## config.mk

```make
export PLATFORM = sky130hd
export DESIGN_NAME = alu_core
export DESIGN_NICKNAME = d
export VERILOG_FILES = /design/src/rtl/alu_core.sv
export SDC_FILE = /design/constraint.sdc
export NUM_CORES = 1
export LEC_CHECK = 0
export CAP_MARGIN = 40
export CORE_ASPECT_RATIO = 0.7
export CORE_MARGIN = 3
export CORE_UTILIZATION = 35
export DETAILED_ROUTE_END_ITERATION = 16
export GPL_ROUTABILITY_DRIVEN = 1
export PLACE_DENSITY = 0.57
export SETUP_SLACK_MARGIN = 0.15
export SYNTH_ARGS = -nofsm -noshare
export SYNTH_HDL_FRONTEND = slang
export SYNTH_SLANG_ARGS = --single-unit
```

## constraint.sdc

```tcl
create_clock -name clk -period 0.8 [get_ports clk]
set_input_delay 0.2 -clock clk [delete_from_list [all_inputs] [get_ports clk]]
set_output_delay 0.2 -clock clk [all_outputs]
set_load 0.02 [all_outputs]
```

## src/rtl/alu_core.sv

```systemverilog
// Registered integer ALU for the execute stage: AND/OR/ADD/SRL/SRA/BEQ/address-add.
// Latency 1 cycle, one op accepted every cycle; no handshake, so no backpressure.
module alu_core #(
    parameter int reg_width = 8,
    parameter int op_width  = 3
) (
    input  logic                 clk,
    input  logic                 rst_n,
    input  logic [reg_width-1:0] ra_in,
    input  logic [reg_width-1:0] rb_in,
    input  logic [op_width-1:0]  op,
    output logic [reg_width-1:0] res_out,
    output logic [reg_width-1:0] car_out,
    output logic                 zero,
    output logic                 jump
);

    localparam logic [op_width-1:0] OP_AND = op_width'(0);
    localparam logic [op_width-1:0] OP_OR  = op_width'(1);
    localparam logic [op_width-1:0] OP_ADD = op_width'(2);
    localparam logic [op_width-1:0] OP_SRL = op_width'(3);
    localparam logic [op_width-1:0] OP_SRA = op_width'(4);
    localparam logic [op_width-1:0] OP_BEQ = op_width'(5);
    localparam logic [op_width-1:0] OP_ADR = op_width'(6);

    logic [reg_width-1:0]   res_d, res_q;
    logic [reg_width-1:0]   car_d, car_q;
    logic                   zero_d, zero_q;
    logic                   jump_d, jump_q;

    logic [reg_width:0]     add_w;
    logic                   ovf_w;
    logic [2*reg_width-1:0] shout_w;

    // Carry-out is the extra top bit; overflow when equal-sign operands give a different-sign sum.
    assign add_w   = {1'b0, ra_in} + {1'b0, rb_in};
    assign ovf_w   = (ra_in[reg_width-1] == rb_in[reg_width-1]) &&
                     (add_w[reg_width-1] != ra_in[reg_width-1]);
    // Bits pushed out by a right shift land MSB-aligned in the low half.
    assign shout_w = {ra_in, {reg_width{1'b0}}} >> rb_in;

    always_comb begin
        res_d  = '0;
        car_d  = '0;
        jump_d = 1'b0;
        case (op)
            OP_AND: res_d = ra_in & rb_in;
            OP_OR:  res_d = ra_in | rb_in;
            OP_ADD: begin
                res_d = add_w[reg_width-1:0];
                car_d = {{(reg_width-2){1'b0}}, ovf_w, add_w[reg_width]};
            end
            OP_SRL: begin
                res_d = ra_in >> rb_in;
                car_d = shout_w[reg_width-1:0];
            end
            OP_SRA: begin
                res_d = $signed(ra_in) >>> rb_in;
                car_d = shout_w[reg_width-1:0];
            end
            OP_BEQ: begin
                res_d  = ra_in - rb_in;
                jump_d = (ra_in == rb_in);
            end
            OP_ADR: res_d = ra_in + rb_in;
            default: ;
        endcase
        zero_d = (res_d == '0);
    end

    always_ff @(posedge clk or negedge rst_n) begin
        if (!rst_n) begin
            res_q  <= '0;
            car_q  <= '0;
            zero_q <= 1'b0;
            jump_q <= 1'b0;
        end else begin
            res_q  <= res_d;
            car_q  <= car_d;
            zero_q <= zero_d;
            jump_q <= jump_d;
        end
    end

    assign res_out = res_q;
    assign car_out = car_q;
    assign zero    = zero_q;
    assign jump    = jump_q;

endmodule

```

==> results of run 1 <==
==> routing by layer <==
| layer | up-vias | part of all wire, % | global-route usage [%] |
|---|---|---|---|
| met2 | 190 | 45 | 42.6 |
| met4 | 0 | 1.7 | 5.42 |
| met1 | 1591 | 44 | 38.0 |
| li1 | 1531 | - | - |
| met3 | 22 | 9.3 | 5.72 |
| met5 | - | 0 | 0 |
==> cell usage in the layout, fill, tap and decap left out, drive strengths merged, types with 4 or more instances in the layout <==
cell,count
clkbuf,4
o22ai,5
a21oi,24
or4,4
or3,5
nor2,34
dfrtp,18
ha,23
buf,197
o221ai,5
mux2,9
inv,21
nand2,22
o211ai,4
mux2i,8
nor4,5
a211oi,5
o21ai,22
a2111oi,4
nor3,8
nor2b,5
a221o,4
nand3,9
nand2b,5
==> how the worst max path moves through the flow <==
stage,from,endpoint,slack [ns],cells after the start
after floorplan,rb_in[5],zero,-1.41,7
after global routing,ra_in[0],zero,-1.50,12
after global placement,rb_in[0],zero,-2.20,9
final,ra_in[0],zero,-1.46,12
after CTS,ra_in[0],zero,-1.51,10
after detailed placement,rb_in[0],zero,-2.29,9
==> timing repair <==
item                                    in CTS  in global routing
buffers inserted                            25                  9
pin swaps                                   50                 20
endpoints found under the setup margin      36                 36
resized for setup                          324                 27
==> sequential cells by signal, summed over array words and instances (netlist names) <==
register and flops:
jump 1, res_out 8, car_out 8, zero 1
==> logic make-up after synthesis <==
logic type	after synthesis	share of synthesized area [%]
buf+inv	43	10.3
compound gates	99	27.1
flops	18	17.8
simple gates	110	23.1
mux	18	8.44
xor+xnor	1	0.346
fa+ha+maj	25	12.9
==> cell type report <==
cell class / count / share of cell area, %
multi-input combinational: 253 / 48.4
clock buffer: 4 / 1.10
sequential: 18 / 9.00
timing repair buffer: 199 / 36.5
inverter: 23 / 2.63
tap: 94 / 2.35
==> power by group through the flow <==
stage / combinational, µW / sequential (µW) / clock, µW
6_report: 3130 / 1010 / 759
3_3_place_gp: 2340 / 1010 / 0
3_5_place_dp: 2360 / 1010 / 0
4_1_cts: 2900 / 1010 / 749
5_1_grt: 3300 / 1010 / 814
2_1_floorplan: 1100 / 1100 / 0
==> worst max-delay path, cell delays in order <==
cell,delay [ns]
sky130_fd_sc_hd__buf_6,0.09
sky130_fd_sc_hd__buf_8,0.13
sky130_fd_sc_hd__ha_4,0.16
sky130_fd_sc_hd__fa_2,0.39
sky130_fd_sc_hd__a211oi_2,0.26
sky130_fd_sc_hd__buf_4,0.16
sky130_fd_sc_hd__o21bai_1,0.07
sky130_fd_sc_hd__a21o_1,0.20
sky130_fd_sc_hd__o211a_1,0.21
sky130_fd_sc_hd__a32o_1,0.24
sky130_fd_sc_hd__o211ai_1,0.18
sky130_fd_sc_hd__nor4b_2,0.09
==> through the flow <==
| step | worst slack (ns) | TNS [ns] | power, µW | cell area, µm² |
|---|---|---|---|---|
| final | -1.46 | -19.21 | 4900 | 5000 |
| after global routing | -1.50 | -20.53 | 5130 | 5000 |
| after CTS | -1.51 | -18.76 | 4660 | 4820 |
| after detailed placement | -2.29 | -34.93 | 3370 | 4050 |
| after global placement | -2.20 | -34.30 | 3350 | 4050 |
| after floorplan | -1.41 | -12.63 | 2200 | 2790 |
==> impl_metrics.env, run 1 <==
export IMPL_viasPerCell=5.64
export IMPL_multi_input_comb_area_um2=2420
export IMPL_finalHoldWorstSlack_ns=0.288
export IMPL_cts_htree_levels=1
export IMPL_rows=25
export IMPL_area_of_the_core_um2=6880
export IMPL_cts_hold_buffers_added=0
export IMPL_synth_warning_count=0
export IMPL_combinational_fraction_of_design_power_pct=63.9
export IMPL_dr_total_vias=3334
export IMPL_synth_fp_nets=360
export IMPL_n_fill_cell=489
export IMPL_post_route_period_util_pct=282
export IMPL_status="finished, violations left"
export IMPL_synth_top_flop_cell="sky130_fd_sc_hd__dfrtp_1"
export IMPL_clock_sinks=18
export IMPL_antenna_cells=0
export IMPL_max_freq_mhz=443
export IMPL_final_cells=591
export IMPL_cp_data_required_time_ns=0.93
export IMPL_maxCapViolCount=0
export IMPL_post_drt_wl_per_cell_um=19.2
export IMPL_die_width_um=108
export IMPL_path_clk_slew_ns=0.08
export IMPL_timing_final_setup_violations=36
export IMPL_dieHeight_um=77.2
export IMPL_synth_top_cell_by_area="sky130_fd_sc_hd__dfrtp_1"
export IMPL_power_switching_fraction_pct=37.3
export IMPL_layout_min_cycle_time_ns=2.26
export IMPL_syn_mean_instance_area_um2=8.07
export IMPL_grt_util_all_layers_pct=27.0
export IMPL_initialDrtViolationCount=269
export IMPL_boundaryPins=39
export IMPL_place_inst=553
export IMPL_final_seq_area_um2=450
export IMPL_timing_critical_path_fanout_max=3
export IMPL_synthTopCellsByCount="sky130_fd_sc_hd__nor2_1 (33), sky130_fd_sc_hd__a21oi_1 (24), sky130_fd_sc_hd__ha_1 (23)"
export IMPL_worst_setup_slack_after_layout_ns=-1.46
export IMPL_wire_length_of_the_first_global_routing_pass_mm=17.5
export IMPL_final_antenna_net_count=0
export IMPL_worst_slew_pin_slew_ns=0.673
export IMPL_die_area_um2=8320
export IMPL_power_density_nw_per_um2=980
export IMPL_synth_seq_area_share_pct=17.8
export IMPL_cell_with_the_most_instances_after_synthesis="sky130_fd_sc_hd__nor2_1"
export IMPL_fin_util_pct=72.7
export IMPL_edff_count_synth=0
export IMPL_max_vdd_drop_uv=627
export IMPL_worst_hold_path_type="primary input to async pin"
export IMPL_drc=0
export IMPL_power_net_switching_uw=1830
export IMPL_ys_async_sr_fraction_pct=100
export IMPL_vias_in_the_first_global_route=3230
export IMPL_final_max_slew_violation_count=0
export IMPL_internal_power_uw=3070
export IMPL_grt_overflow=0
export IMPL_layout_area_overhead_vs_synth_pct=97.3
export IMPL_postSynthRegisterBits=18
export IMPL_cell_area_synth_um2=2530
export IMPL_cts_root_to_sink_buffers=2
export IMPL_gp_routability_congestion=0.987
export IMPL_power_frac_seq_pct=20.6
export IMPL_slew_hr_pct=54.0
export IMPL_critical_path_endpoint_type="flop"
export IMPL_worstSetupPathType="primary input to flop"
export IMPL_drive_gt1_share_pct=63.8
export IMPL_cts_tree="built"
export IMPL_p_leak_uw=0.00222
export IMPL_io_buffers=38
export IMPL_critPathArrivalTime_ns=2.39
export IMPL_synth_largest_type_area_fraction_pct=17.8
export IMPL_mapped_cells=314
export IMPL_floorplan_initialDensity_pct=36.8
export IMPL_power_share_clock_pct=15.5
export IMPL_clock_tree_root_cell="sky130_fd_sc_hd__clkbuf_8"
export IMPL_place_detailed_hpwl_mm=8.33
export IMPL_number_of_buffers_created_by_cts=3
export IMPL_drt_first_pass_iters=5
export IMPL_fin_nets=544
export IMPL_wirelength_mm=11.3
export IMPL_grt_setup_unrepaired="true"
export IMPL_finalHoldViolations=0
export IMPL_synth_area_leaders="sky130_fd_sc_hd__dfrtp_1 (18%), sky130_fd_sc_hd__ha_1 (11%), sky130_fd_sc_hd__nor2_1 (4.9%)"
export IMPL_maximum_number_of_pins_on_one_net_before_global_route_repair=19
export IMPL_initial_antenna_violation_count=0
export IMPL_failed_checks="setup timing"
export IMPL_synth_cell_types=64
export IMPL_setup_worst_path_start_class="primary input"
(Power assumes the default switching activity.)
==> run 2: changes to the inputs <==
--- a/config.mk
+++ b/config.mk
@@ -6,13 +6,15 @@
 export NUM_CORES = 1
 export LEC_CHECK = 0
 export CAP_MARGIN = 40
-export CORE_ASPECT_RATIO = 0.7
+export CORE_ASPECT_RATIO = 1.25
 export CORE_MARGIN = 3
 export CORE_UTILIZATION = 35
 export DETAILED_ROUTE_END_ITERATION = 16
 export GPL_ROUTABILITY_DRIVEN = 1
 export PLACE_DENSITY = 0.57
 export SETUP_SLACK_MARGIN = 0.15
+export SKIP_CTS_REPAIR_TIMING = 1
+export SLEW_MARGIN = 20
 export SYNTH_ARGS = -nofsm -noshare
 export SYNTH_HDL_FRONTEND = slang
 export SYNTH_SLANG_ARGS = --single-unit
==> impl_metrics.env, run 2 (synthesized netlist as in run 1, its figures left out) <==
export IMPL_final_max_slew_violation_count=0
export IMPL_delay_contributed_by_the_slowest_stage_of_the_critical_path_ns=0.48
export IMPL_combinational_fraction_of_design_power_pct=61.6
export IMPL_critical_path_endpoint_type="flop"
export IMPL_grt_util_all_layers_pct=22.0
export IMPL_place_inst=539
export IMPL_max_freq_mhz=419
export IMPL_number_of_buffers_created_by_cts=3
export IMPL_count_of_buffering_cells_on_the_critical_path_with_inverters_included=2
export IMPL_dr_total_vias=3108
export IMPL_power_share_clock_pct=15.9
export IMPL_setup_worst_path_start_class="primary input"
export IMPL_layout_cell_area_non_filler_um2=4620
export IMPL_gr_usage_met3_pct=0.623
export IMPL_internal_power_uw=2870
export IMPL_fin_util_pct=65.9
export IMPL_dieHeight_um=101
export IMPL_worst_hold_path_type="primary input to async pin"
export IMPL_viasPerCell=5.53
export IMPL_most_common_layout_cells="sky130_fd_sc_hd__buf_4 (105), sky130_fd_sc_hd__buf_6 (50), sky130_fd_sc_hd__nor2_1 (27), sky130_fd_sc_hd__dfrtp_1 (18), sky130_fd_sc_hd__nand2_1 (17)"
export IMPL_power_switching_fraction_pct=36.3
export IMPL_wirelength_mm=9.85
export IMPL_drc=0
export IMPL_die_area_um2=8310
export IMPL_floorplan_initialDensity_pct=36.1
export IMPL_multi_input_comb_area_um2=2310
export IMPL_area_of_the_core_um2=7020
export IMPL_post_route_period_util_pct=298
export IMPL_gr_max_usage_layer="met2"
export IMPL_worst_setup_slack_after_layout_ns=-1.58
export IMPL_fin_nets=519
export IMPL_timing_final_setup_violations=36
export IMPL_status="finished, violations left"
export IMPL_layout_min_cycle_time_ns=2.38
export IMPL_cts_root_to_sink_buffers=2
export IMPL_post_place_ws_ns=-2.21
export IMPL_worst_path_max_delay_cell="sky130_fd_sc_hd__or4_4"
export IMPL_timing_critical_path_max_delay_family="compound AO/OA/AOI/OAI gates"
export IMPL_boundaryPins=39
export IMPL_critPathArrivalTime_ns=2.54
export IMPL_layout_commonest_cell="sky130_fd_sc_hd__buf_4"
export IMPL_clock_sinks=18
export IMPL_final_antenna_net_count=0
export IMPL_final_seq_area_um2=450
export IMPL_vias_in_the_first_global_route=2908
export IMPL_drt_first_pass_iters=4
export IMPL_grt_setup_unrepaired="true"
export IMPL_io_buffers=38
export IMPL_grt_use_met2_pct=39.6
export IMPL_antenna_cells=0
export IMPL_gp_routability_congestion=0.926
export IMPL_failed_checks="setup timing"
export IMPL_timing_critical_path_fanout_max=3
export IMPL_layout_area_overhead_vs_synth_pct=82.4
export IMPL_power_density_nw_per_um2=975
export IMPL_maximum_number_of_pins_on_one_net_before_global_route_repair=19
export IMPL_cp_data_required_time_ns=0.96
export IMPL_slew_hr_pct=53.7
export IMPL_worst_slew_pin_slew_ns=0.676
export IMPL_power_net_switching_uw=1640
export IMPL_gr_usage_met1_pct=25.6
export IMPL_cts_tree="built"
export IMPL_final_cells=562
export IMPL_initialDrtViolationCount=236
export IMPL_n_fill_cell=575
export IMPL_place_detailed_hpwl_mm=7.49
export IMPL_finalHoldViolations=0
export IMPL_drive_gt1_share_pct=60.4
export IMPL_maxCapViolCount=0
export IMPL_initial_antenna_violation_count=0
export IMPL_crit_chain="buf_6, buf_8, ha_4, fa_2, a221o_1, a21oi_2, o21ai_1, a31o_1, or4_4, nor4b_2"
export IMPL_clock_tree_root_cell="sky130_fd_sc_hd__clkbuf_8"
export IMPL_cts_htree_levels=1
export IMPL_post_drt_wl_per_cell_um=17.5
export IMPL_power_frac_seq_pct=22.4
export IMPL_dpl_instance_area_um2=3980
export IMPL_finalHoldWorstSlack_ns=0.286
export IMPL_rows=34
export IMPL_die_width_um=82.1
export IMPL_worstSetupPathType="primary input to flop"
export IMPL_wire_length_of_the_first_global_routing_pass_mm=14.1
export IMPL_path_clk_slew_ns=0.06
export IMPL_grt_overflow=0
export IMPL_p_leak_uw=0.00206
export IMPL_max_vdd_drop_uv=965
-- run 2: how the worst max path moves through the flow --
stage / to / slack, ns / start / cells after the start
global placement: zero / -2.15 / ra_in[0] / 12
detailed placement: zero / -2.21 / ra_in[0] / 12
global route: zero / -1.63 / ra_in[0] / 10
CTS: zero / -1.95 / ra_in[0] / 12
floorplan: zero / -1.41 / rb_in[5] / 7
finish: zero / -1.58 / ra_in[0] / 10
-- run 2: metal layers --
layer	up-vias	share of wire, %	wire length (µm)
li1	1489	-	-
met1	1466	38	3720
met2	110	52	5100
met3	43	4.0	394
met4	0	6.5	638
met5	-	0	0
-- run 2: layout make-up --
cell class                      instances  area share [%]
Tap cell                               90            2.44
Timing Repair Buffer                  174            34.0
Multi-Input combinational cell        253            49.9
Inverter                               23            2.73
Sequential cell                        18            9.74
Clock buffer                            4            1.19
-- run 2: metrics by stage --
step                setup TNS [ns]  total power, µW
floorplan                   -12.63             2200
global placement            -32.76             3270
detailed placement          -33.28             3300
CTS                         -33.57             4020
global route                -19.57             4740
finish                      -18.31             4510
-- run 2: power groups by stage --
stage | registers [µW] | clock network (µW) | logic [µW]
3_5_place_dp | 1010 | 0 | 2290
6_report | 1010 | 718 | 2780
3_3_place_gp | 1010 | 0 | 2260
5_1_grt | 1020 | 758 | 2960
2_1_floorplan | 1100 | 0 | 1100
4_1_cts | 997 | 730 | 2300
==> run 3: changes to the inputs <==
--- a/config.mk
+++ b/config.mk
@@ -18,3 +18,4 @@
 export SYNTH_ARGS = -nofsm -noshare
 export SYNTH_HDL_FRONTEND = slang
 export SYNTH_SLANG_ARGS = --single-unit
+export TNS_END_PERCENT = 30
==> impl_metrics.env, run 3 (synthesized netlist as in run 1, its figures left out) <==
export IMPL_rows=34
export IMPL_count_of_buffering_cells_on_the_critical_path_with_inverters_included=2
export IMPL_layout_commonest_cell="sky130_fd_sc_hd__buf_4"
export IMPL_multi_input_comb_area_um2=2180
export IMPL_layout_min_cycle_time_ns=2.26
export IMPL_worstSetupPathType="primary input to flop"
export IMPL_dpl_instance_area_um2=4000
export IMPL_delay_contributed_by_the_slowest_stage_of_the_critical_path_ns=0.48
export IMPL_place_detailed_hpwl_mm=7.87
export IMPL_max_freq_mhz=442
export IMPL_vias_in_the_first_global_route=3021
export IMPL_worst_path_max_delay_cell="sky130_fd_sc_hd__or4_4"
export IMPL_worst_slew_pin_slew_ns=0.604
export IMPL_layout_area_overhead_vs_synth_pct=74.7
export IMPL_failed_checks="setup timing"
export IMPL_layout_cell_area_non_filler_um2=4430
export IMPL_gp_routability_congestion=1.00
export IMPL_boundaryPins=39
export IMPL_drive_gt1_share_pct=56.0
export IMPL_timing_critical_path_fanout_max=7
export IMPL_maximum_number_of_pins_on_one_net_before_global_route_repair=25
export IMPL_max_vdd_drop_uv=889
export IMPL_dieHeight_um=101
export IMPL_number_of_buffers_created_by_cts=3
export IMPL_timing_critical_path_max_delay_family="compound AO/OA/AOI/OAI gates"
export IMPL_cts_tree="built"
export IMPL_grt_util_all_layers_pct=22.8
export IMPL_drc=0
export IMPL_path_clk_slew_ns=0.06
export IMPL_finalHoldViolations=0
export IMPL_most_common_layout_cells="sky130_fd_sc_hd__buf_4 (127), sky130_fd_sc_hd__nor2_1 (28), sky130_fd_sc_hd__buf_6 (22), sky130_fd_sc_hd__nand2_1 (20), sky130_fd_sc_hd__dfrtp_1 (18)"
export IMPL_final_setup_tns_ns=-18.87
export IMPL_cts_htree_levels=1
export IMPL_initialDrtViolationCount=236
export IMPL_drt_first_pass_iters=7
export IMPL_maxCapViolCount=0
export IMPL_antenna_cells=0
export IMPL_clock_tree_root_cell="sky130_fd_sc_hd__clkbuf_8"
export IMPL_critical_path_endpoint_type="flop"
export IMPL_io_buffers=38
export IMPL_area_of_the_core_um2=7020
export IMPL_status="finished, violations left"
export IMPL_final_max_slew_violation_count=0
export IMPL_slew_hr_pct=58.7
export IMPL_power_density_nw_per_um2=982
export IMPL_wire_length_of_the_first_global_routing_pass_mm=14.8
export IMPL_setup_worst_path_start_class="primary input"
export IMPL_clock_sinks=18
export IMPL_crit_chain="buf_6, buf_12, ha_4, fa_2, a221o_1, a21oi_2, o21ai_1, a31o_1, or4_4, nor4b_2"
export IMPL_initial_antenna_violation_count=0
export IMPL_final_antenna_net_count=0
export IMPL_timing_final_setup_violations=36
export IMPL_final_seq_area_um2=450
export IMPL_critPathArrivalTime_ns=2.42
export IMPL_grt_overflow=0
export IMPL_post_drt_wl_per_cell_um=17.3
export IMPL_worst_setup_slack_after_layout_ns=-1.46
export IMPL_wirelength_mm=9.91
export IMPL_viasPerCell=5.52
export IMPL_floorplan_initialDensity_pct=36.1
export IMPL_die_area_um2=8310
export IMPL_cp_data_required_time_ns=0.96
export IMPL_grt_setup_unrepaired="true"
export IMPL_n_fill_cell=612
export IMPL_fin_nets=529
export IMPL_die_width_um=82.1
export IMPL_p_leak_uw=0.00207
export IMPL_dr_total_vias=3160
export IMPL_worst_hold_path_type="primary input to async pin"
export IMPL_cts_root_to_sink_buffers=2
export IMPL_post_route_period_util_pct=283
export IMPL_fin_util_pct=63.1
## run 3: cell count changes in the layout (fill, tap and decap cells not counted), moves of 3 or more
| cell | before | now |
|---|---|---|
| sky130_fd_sc_hd__dlymetal6s2s_1 | 1 | 4 |
| sky130_fd_sc_hd__buf_2 | 0 | 16 |
| sky130_fd_sc_hd__nand2_1 | 17 | 20 |
| sky130_fd_sc_hd__buf_8 | 5 | 2 |
| sky130_fd_sc_hd__inv_1 | 10 | 15 |
| sky130_fd_sc_hd__buf_4 | 105 | 127 |
| sky130_fd_sc_hd__buf_6 | 50 | 22 |
## run 3: final timing paths
kind	start	to	slack [ns]	cells after the start
min in group clk	op[2]	car_out[0]	0.46	3
max in group asynchronous	rst_n	car_out[0]	0.39	2
worst max-delay path	rb_in[0]	zero	-1.46	10
worst min-delay path	rst_n	car_out[6]	0.29	2
## run 3: routing by layer
layer | global-route usage, % | part of all wire [%] | wire length, µm | vias to the layer above
met1 | 26.6 | 40 | 3930 | 1517
met2 | 40.6 | 52 | 5150 | 112
met5 | 0 | 0 | 0 | -
li1 | - | - | - | 1499
met4 | 12.1 | 4.5 | 448 | 0
met3 | 1.87 | 3.9 | 382 | 32
## run 3: layout make-up
| type | instances | share of cell area, % |
|---|---|---|
| Multi-Input combinational cell | 253 | 49.3 |
| Tap cell | 90 | 2.54 |
| Sequential cell | 18 | 10.2 |
| Timing Repair Buffer | 184 | 34.1 |
| Inverter | 23 | 2.63 |
| Clock buffer | 4 | 1.24 |
## run 3: report_power, final
group          internal, µW  switching [µW]
clock                   436             274
combinational          1370            1280
sequential              977            14.7
total                  2780            1570
## run 3: through the flow
| stage | hold WS (ns) | std cells | total power [µW] | setup WS (ns) |
|---|---|---|---|---|
| floorplan | -0.0956 | 314 | 2130 | -1.41 |
| global placement | 0.552 | 549 | 3290 | -2.19 |
| detailed placement | 0.551 | 549 | 3320 | -2.23 |
| CTS | 0.285 | 553 | 4050 | -1.98 |
| global route | 0.288 | 572 | 4590 | -1.50 |
| finish | 0.286 | 572 | 4350 | -1.46 |
